### config.mk
export PLATFORM = sky130hd
export DESIGN_NAME = if_stage_flat
export DESIGN_NICKNAME = d
export VERILOG_FILES = /design/src/rtl/if_stage_if.sv /design/src/rtl/if_stage.sv /design/src/flat_wrapper.sv
export SDC_FILE = /design/constraint.sdc
export NUM_CORES = 1
export LEC_CHECK = 0
export ABC_AREA = 0
export CAP_MARGIN = 30
export CORE_MARGIN = 4
export CORE_UTILIZATION = 45
export CTS_CLUSTER_SIZE = 14
export DETAILED_ROUTE_END_ITERATION = 12
export PLACE_DENSITY = 0.88
export SYNTH_ARGS = -nofsm -noshare
export SYNTH_HDL_FRONTEND = slang
export SYNTH_SLANG_ARGS = --single-unit
### constraint.sdc
create_clock -name clk -period 4.3 [get_ports clk]
set_input_delay 0.86 -clock clk [delete_from_list [all_inputs] [get_ports clk]]
set_output_delay 0.86 -clock clk [all_outputs]
set_load 0.05 [all_outputs]
### src/rtl/if_stage_if.sv
// Fetch-stage bus: ROM port, decode-side control inputs and IF/ID register outputs.
interface if_stage_if;
    logic [31:0] rom_addr;
    logic [31:0] rom_data;
    logic        stall;
    logic        flush;
    logic [2:0]  pc_src;
    logic [31:0] branch_target;
    logic [31:0] jump_target;
    logic [31:0] jr_target;
    logic [31:0] pc;
    logic [31:0] ifid_instr;
    logic [31:0] ifid_pc_plus4;
    logic        ifid_valid;
    logic        ifid_misalign;

    modport master (
        output rom_addr, pc, ifid_instr, ifid_pc_plus4, ifid_valid, ifid_misalign,
        input  rom_data, stall, flush, pc_src, branch_target, jump_target, jr_target
    );

    modport slave (
        input  rom_addr, pc, ifid_instr, ifid_pc_plus4, ifid_valid, ifid_misalign,
        output rom_data, stall, flush, pc_src, branch_target, jump_target, jr_target
    );
endinterface

### src/rtl/if_stage.sv
// Instruction fetch stage: PC register, next-PC select with irq/exception vectors, IF/ID register.
// Optional IF_MISALIGN_DETECT_EN: word-aligned ROM address and misaligned-fetch tagging.
module if_stage (
    input  logic      clk,
    input  logic      reset,
    if_stage_if.master bus
);
    localparam logic [31:0] RESET_PC = 32'h8000_0000;
    localparam logic [31:0] IRQ_PC   = 32'h8000_0004;
    localparam logic [31:0] EXC_PC   = 32'h8000_0008;

    logic [31:0] pc_q, pc_plus4, pc_next, fetch_addr;
    logic [31:0] instr_q, pp4_q;
    logic        valid_q, mis_q, trap, misaligned;

    // Kernel bit survives the increment so user code never wraps into kernel space.
    assign pc_plus4 = {pc_q[31], pc_q[30:0] + 31'd4};

    always_comb begin
        pc_next = bus.stall ? pc_q : pc_plus4;
        trap    = 1'b0;
        case (bus.pc_src)
            3'd1: pc_next = bus.branch_target;
            3'd2: pc_next = bus.jump_target;
            3'd3: pc_next = bus.jr_target;
            3'd4: if (!pc_q[31]) begin
                pc_next = IRQ_PC;
                trap    = 1'b1;
            end
            3'd5: begin
                pc_next = EXC_PC;
                trap    = 1'b1;
            end
            default: ;
        endcase
    end

`ifdef IF_MISALIGN_DETECT_EN
    assign fetch_addr = {pc_q[31:2], 2'b00};
    assign misaligned = |pc_q[1:0];
`else
    assign fetch_addr = pc_q;
    assign misaligned = 1'b0;
`endif

    always_ff @(posedge clk or negedge reset) begin
        if (!reset) begin
            pc_q    <= RESET_PC;
            instr_q <= 32'h0;
            pp4_q   <= 32'h0;
            valid_q <= 1'b0;
            mis_q   <= 1'b0;
        end else begin
            pc_q <= pc_next;
            if (trap || bus.flush) begin
                instr_q <= 32'h0;
                pp4_q   <= pc_plus4;
                valid_q <= 1'b0;
                mis_q   <= 1'b0;
            end else if (!bus.stall) begin
                // A misaligned fetch still occupies a slot so decode can raise the fault.
                instr_q <= misaligned ? 32'h0 : bus.rom_data;
                pp4_q   <= pc_plus4;
                valid_q <= 1'b1;
                mis_q   <= misaligned;
            end
        end
    end

    assign bus.rom_addr      = fetch_addr;
    assign bus.pc            = pc_q;
    assign bus.ifid_instr    = instr_q;
    assign bus.ifid_pc_plus4 = pp4_q;
    assign bus.ifid_valid    = valid_q;
    assign bus.ifid_misalign = mis_q;
endmodule

### src/flat_wrapper.sv
// flat-port wrapper written by rule: the top's interface ports become plain ports
module if_stage_flat 
  (clk, reset, bus_rom_addr, bus_pc, bus_ifid_instr, bus_ifid_pc_plus4, bus_ifid_valid, bus_ifid_misalign, bus_rom_data, bus_stall, bus_flush, bus_pc_src, bus_branch_target, bus_jump_target, bus_jr_target);
  if_stage_if bus_i ();
  input  logic clk;
  input  logic reset;
  output wire logic [$bits(bus_i.rom_addr)-1:0] bus_rom_addr;
  output wire logic [$bits(bus_i.pc)-1:0] bus_pc;
  output wire logic [$bits(bus_i.ifid_instr)-1:0] bus_ifid_instr;
  output wire logic [$bits(bus_i.ifid_pc_plus4)-1:0] bus_ifid_pc_plus4;
  output wire logic [$bits(bus_i.ifid_valid)-1:0] bus_ifid_valid;
  output wire logic [$bits(bus_i.ifid_misalign)-1:0] bus_ifid_misalign;
  input wire logic [$bits(bus_i.rom_data)-1:0] bus_rom_data;
  input wire logic [$bits(bus_i.stall)-1:0] bus_stall;
  input wire logic [$bits(bus_i.flush)-1:0] bus_flush;
  input wire logic [$bits(bus_i.pc_src)-1:0] bus_pc_src;
  input wire logic [$bits(bus_i.branch_target)-1:0] bus_branch_target;
  input wire logic [$bits(bus_i.jump_target)-1:0] bus_jump_target;
  input wire logic [$bits(bus_i.jr_target)-1:0] bus_jr_target;
  assign bus_rom_addr = bus_i.rom_addr;
  assign bus_pc = bus_i.pc;
  assign bus_ifid_instr = bus_i.ifid_instr;
  assign bus_ifid_pc_plus4 = bus_i.ifid_pc_plus4;
  assign bus_ifid_valid = bus_i.ifid_valid;
  assign bus_ifid_misalign = bus_i.ifid_misalign;
  assign bus_i.rom_data = bus_rom_data;
  assign bus_i.stall = bus_stall;
  assign bus_i.flush = bus_flush;
  assign bus_i.pc_src = bus_pc_src;
  assign bus_i.branch_target = bus_branch_target;
  assign bus_i.jump_target = bus_jump_target;
  assign bus_i.jr_target = bus_jr_target;
  if_stage u_core (.clk(clk), .reset(reset), .bus(bus_i));
endmodule
* Word level (Yosys, flattened, before mapping)
Index checks and enable logic that the tools add are counted.
Operators by class: $add $sub $neg 1, equality and inequality tests 6, mux-type cells 13, reductions and logical operators 1
Operators by type and width (count):
- $mux 32 | 5
- $pmux 32 s5 | 1
- $add 31x3->31 const B | 1
- $mux 31 | 1
- $eq 3x2->1 const B | 2
- $eq 3x3->1 const B | 2
- $mux 1 | 5
- $eq 3x1->1 const B | 1
- $ne 2x1->1 const B | 1
- $pmux 1 s2 | 1
- $logic_or 1x1->1 | 1
Storage, ports and cells: bits in registers 98, input bits 135, output and inout bits 130, logic and storage cells 26

* Longest topological paths before layout
word-level depth 4, depth in mapped cells 9

* Worst setup path after synthesis
Ideal clock, no wire load.
path type input-to-reg, from in bus_pc_src[1], to reg u_core.pp4_q[1], in the netlist u_core.bus.ifid_pc_plus4[1], arrival 2216 ps, data required time 4175 ps, setup slack 1958 ps, stages 8, cells stage by stage inv_1 -> ha_1 -> a41o_1 -> buf_2 -> or2_1 -> buf_6 -> buf_6 -> mux2_4
On the way: word-level cells in the longest chain between the ends 4, elaborated cells between the ends (all ways) 6, classes of those cells eq/ne: 3; mux: 2; reduce/logical: 1
RTL lines:
- start: declaration | RTL line flat_wrapper.sv:16 | input wire logic [$bits(bus_i.pc_src)-1:0] bus_pc_src;
- $eq 3x3->1 | RTL line if_stage.sv:22 | case (bus.pc_src)
- $pmux 1 s2 (*) | RTL line if_stage.sv:22
- $logic_or 1x1->1 (*) | RTL line if_stage.sv:55 | if (trap || bus.flush) begin
- $ne 2x1->1 (no line) / $mux 32 (equally long branches)
- end signal: assignment | RTL line if_stage.sv:57 | pp4_q <= pc_plus4;
- end signal: assignment | RTL line if_stage.sv:63 | pp4_q <= pc_plus4;
- end: declaration | RTL line if_stage.sv:13 | logic [31:0] instr_q, pp4_q;
Mark *: on every way between the ends. The rest lies on a longest branch, timed or not. A chain may end at the register's enable or synchronous reset.

* Final worst setup path
from in bus_pc_src[2], to reg u_core.pc_q[0], in the netlist u_core.bus.pc[0]
On the way: word-level cells in the longest chain between the ends 2, elaborated cells between the ends (all ways) 6, classes of those cells eq/ne: 5; mux: 1
RTL lines:
- $eq 3x3->1 (tied with other cells) | RTL line if_stage.sv:22
- $pmux 32 s5 (*) | RTL line if_stage.sv:22
- end signal: assignment | RTL line if_stage.sv:54 | pc_q <= pc_next;
- end: declaration | RTL line if_stage.sv:12 | logic [31:0] pc_q, pc_plus4, pc_next, fetch_addr;
Marks and branches as above.

==> flow_summary.toml <==
[status]
outcome = "completed"

[clock_network]
clock_latency_ns = 0.35
post_cts_buffers = 0
cts_tree = "yes"
cts_resized = 0
clockRootBuffer = "clkbuf_16"
clkSinkCount = 97
htreeDepth = 3
cts.clk_slew.worst_paths_ns = 0.07
hold_buffers = 0
clk_path_buf_depth = 2
cts_buffers = 9

[sta]
hold_viol = 0
worstMarginPinSlew_ns = 1.00
setup_viol = 0
finalCritPeriodShare_pct = 68.1
slew_viol_final = 0
hold_slack_ns = 0.525
layout_min_cycle_time_ns = 2.93
fin_skew_ns = 0.0101
timing.setup.tns_ns = 0
relSlewSlack_pct = 32.7
fmax_ghz = 0.342
rsz0062_at_grt = "no"

[route]
via_count = 5167
via_per_inst = 5.50
drtPass1Iterations = 5
wl_per_cell_um = 19.8
drtIter0Drc = 374
drc_errors = 0
routed_wl_mm = 18.6
ant_nets = 0

[floorplan]
ios = 265
die_area_um2 = 14300
die_y_um = 120
rows = 40
dieWidth_um = 120
start_util_pct = 46.3
core-area_um2 = 12100

[synth]
synth-seq-cells = 97
avgSynthCellArea_um2 = 10.1
syn_inst = 558
seq_area_frac_synth_pct = 43.3
yosysTopAreaCell = "dfrtp_1"
synth_area_um2 = 5610
yosysWarnings = 0
async_reset_ff_share_pct = 100
synth_top_area_share_pct = 42.8
syn_nets = 695
synthTopCellsByArea = "dfrtp_1, mux2_2, mux2i_1"
synth_edf_count = 0
synth_ff_type = "dfrtp_1"
ys_types = 42

[power]
combPwrFrac_pct = 42.5
seqPwrFrac_pct = 34.5
power_switching_w = 0.00146
p_int_w = 0.00203
clkPwrFrac_pct = 23.1
switching_share_pct = 41.9
p_leak_nw = 3.42
vdd_drop_max_uv = 257
power.density_nw_per_um2 = 416

[worst_setup_path]
path_class = "input port to register"
timing.critical_path.mode_cell = "nand2_1"
critPathMaxStageDelay_ns = 0.76
cp.required_ns = 4.53
reg2regPathDepth = 6
cpMaxStageDelayCell = "clkdlybuf4s50_1"
crit_chain = "clkdlybuf4s50_1 -> ha_1 -> nand2_1 -> nand2_1 -> a21oi_4 -> buf_4 -> mux2_2"
worstPathMaxFanout = 30
startpoint_type = "input port"
worstPathArrival_ns = 3.16
cp-end-kind = "register"

[grt]
grt_pass1_vias = 5337
grt.total_usage_pct = 25.6
overflow = 0
grt_start_max_net_pins = 65
grt_pass1_wl_mm = 29.1
antenna_found_initial = 0

[layout]
drive_gt1_share_pct = 9.97
syn_to_final_growth_pct = 49.3
antennaDiodeCount = 0
nets = 904
filler_cell_count = 939
layout_commonest_cell = "clkdlybuf4s50_1"
final_cell_mix = "clkdlybuf4s50_1, dfrtp_1, nor2_1, mux2_2, xor2_1"

[min_path]
hp-class = "register to register"
whs_path_depth = 2

[flow_run]
maxCapViolations = 0

[place]
gp_congestion = 0.874
dpl.hpwl_mm = 14.1
io_buffers = 263
==> flip-flops by register name, summed over array words and instances (netlist names) <==
signal / count
u_core.bus.ifid_instr: 32
u_core.bus.ifid_pc_plus4: 32
u_core.bus.ifid_valid: 1
u_core.bus.pc: 32
==> metal layers <==
metal	part of all wire [%]	track usage (%)	routed length, um	up-vias
met4	2.1	8.30	384	0
met2	50	43.4	9320	271
met3	10	8.48	1860	29
met1	38	30.7	7040	2513
li1	-	-	-	2354
met5	0	0	0	-
==> logic make-up after synthesis <==
logic type / share of synthesized area (%)
AND/OR/NAND/NOR: 14.2
AO/OA/AOI/OAI: 10.9
flip-flops: 43.3
buffers and inverters: 8.72
multiplexers: 13.8
XOR/XNOR: 8.59
adder cells (fa/ha/maj): 0.446
other: 0.0669
==> layout make-up <==
cell class,instances,area (um^2),area share (%)
Tap cell,168,210,2.51
Sequential cell,97,2430,29.0
Multi-Input combinational cell,382,2710,32.3
Timing Repair Buffer,272,2710,32.4
Clock buffer,11,253,3.02
Inverter,5,18.8,0.224
Clock inverter,5,46.3,0.553
==> power by group through the flow <==
stage | registers, W | clock network, W | logic, W
after detailed placement | 0.00122 | 0 | 0.00148
after CTS | 0.00120 | 0.000821 | 0.00149
after floorplan | 0.00158 | 0 | 0.000583
after global placement | 0.00121 | 0 | 0.00145
after global routing | 0.00122 | 0.000865 | 0.00154
final | 0.00120 | 0.000804 | 0.00148
==> stage by stage <==
step / setup WS, ns / area [um^2] / power (W) / utilization, % / instances
floorplan: 1.96 / 5610 / 0.00217 / - / 558
global placement: 0.958 / 8040 / 0.00266 / 66.4 / 922
detailed placement: 0.783 / 8060 / 0.00269 / 66.5 / 923
CTS: 1.15 / 8350 / 0.00351 / 69.0 / 939
global route: 1.23 / 8370 / 0.00363 / 69.1 / 940
finish: 1.37 / 8370 / 0.00348 / 69.1 / 940
==> worst max-delay path: cells and delay by family <==
family          cells  cell delay, ns
buf+inv             2            1.11
compound gates      1            0.11
fa+ha+maj           1            0.42
simple gates        2            0.25
mux                 1            0.39
==> cells in the mapped netlist (5+ instances only) <==
cell type   n
a21oi_1    31
a22oi_1    31
buf_2      13
buf_4      37
buf_6       5
clkbuf_1   16
dfrtp_1    96
inv_1       5
mux2_2     36
mux2i_1    34
nand2_1    15
nand3_1    18
nand4_1    13
nor2_1     76
nor3_1      5
o22ai_1    22
xnor2_1    19
xor2_1     36
==> path summary, 6_finish.rpt <==
path / from / end / slack (ns)
max reg2reg: u_core.bus.pc[2]$_DFF_PN0_ / u_core.bus.pc[24]$_DFF_PN0_ / 1.92
max: bus_pc_src[2] / u_core.bus.pc[0]$_DFFE_PN0P_ / 1.37
min reg2reg: u_core.bus.ifid_instr[12]$_DFFE_PN0P_ / u_core.bus.ifid_instr[12]$_DFFE_PN0P_ / 0.53
min in group asynchronous: reset / u_core.bus.ifid_instr[26]$_DFFE_PN0P_ / 0.60
min: u_core.bus.ifid_instr[12]$_DFFE_PN0P_ / u_core.bus.ifid_instr[12]$_DFFE_PN0P_ / 0.53
max in group asynchronous: reset / u_core.bus.pc[30]$_DFF_PN0_ / 2.74
Power figures use the tool's default switching activity.
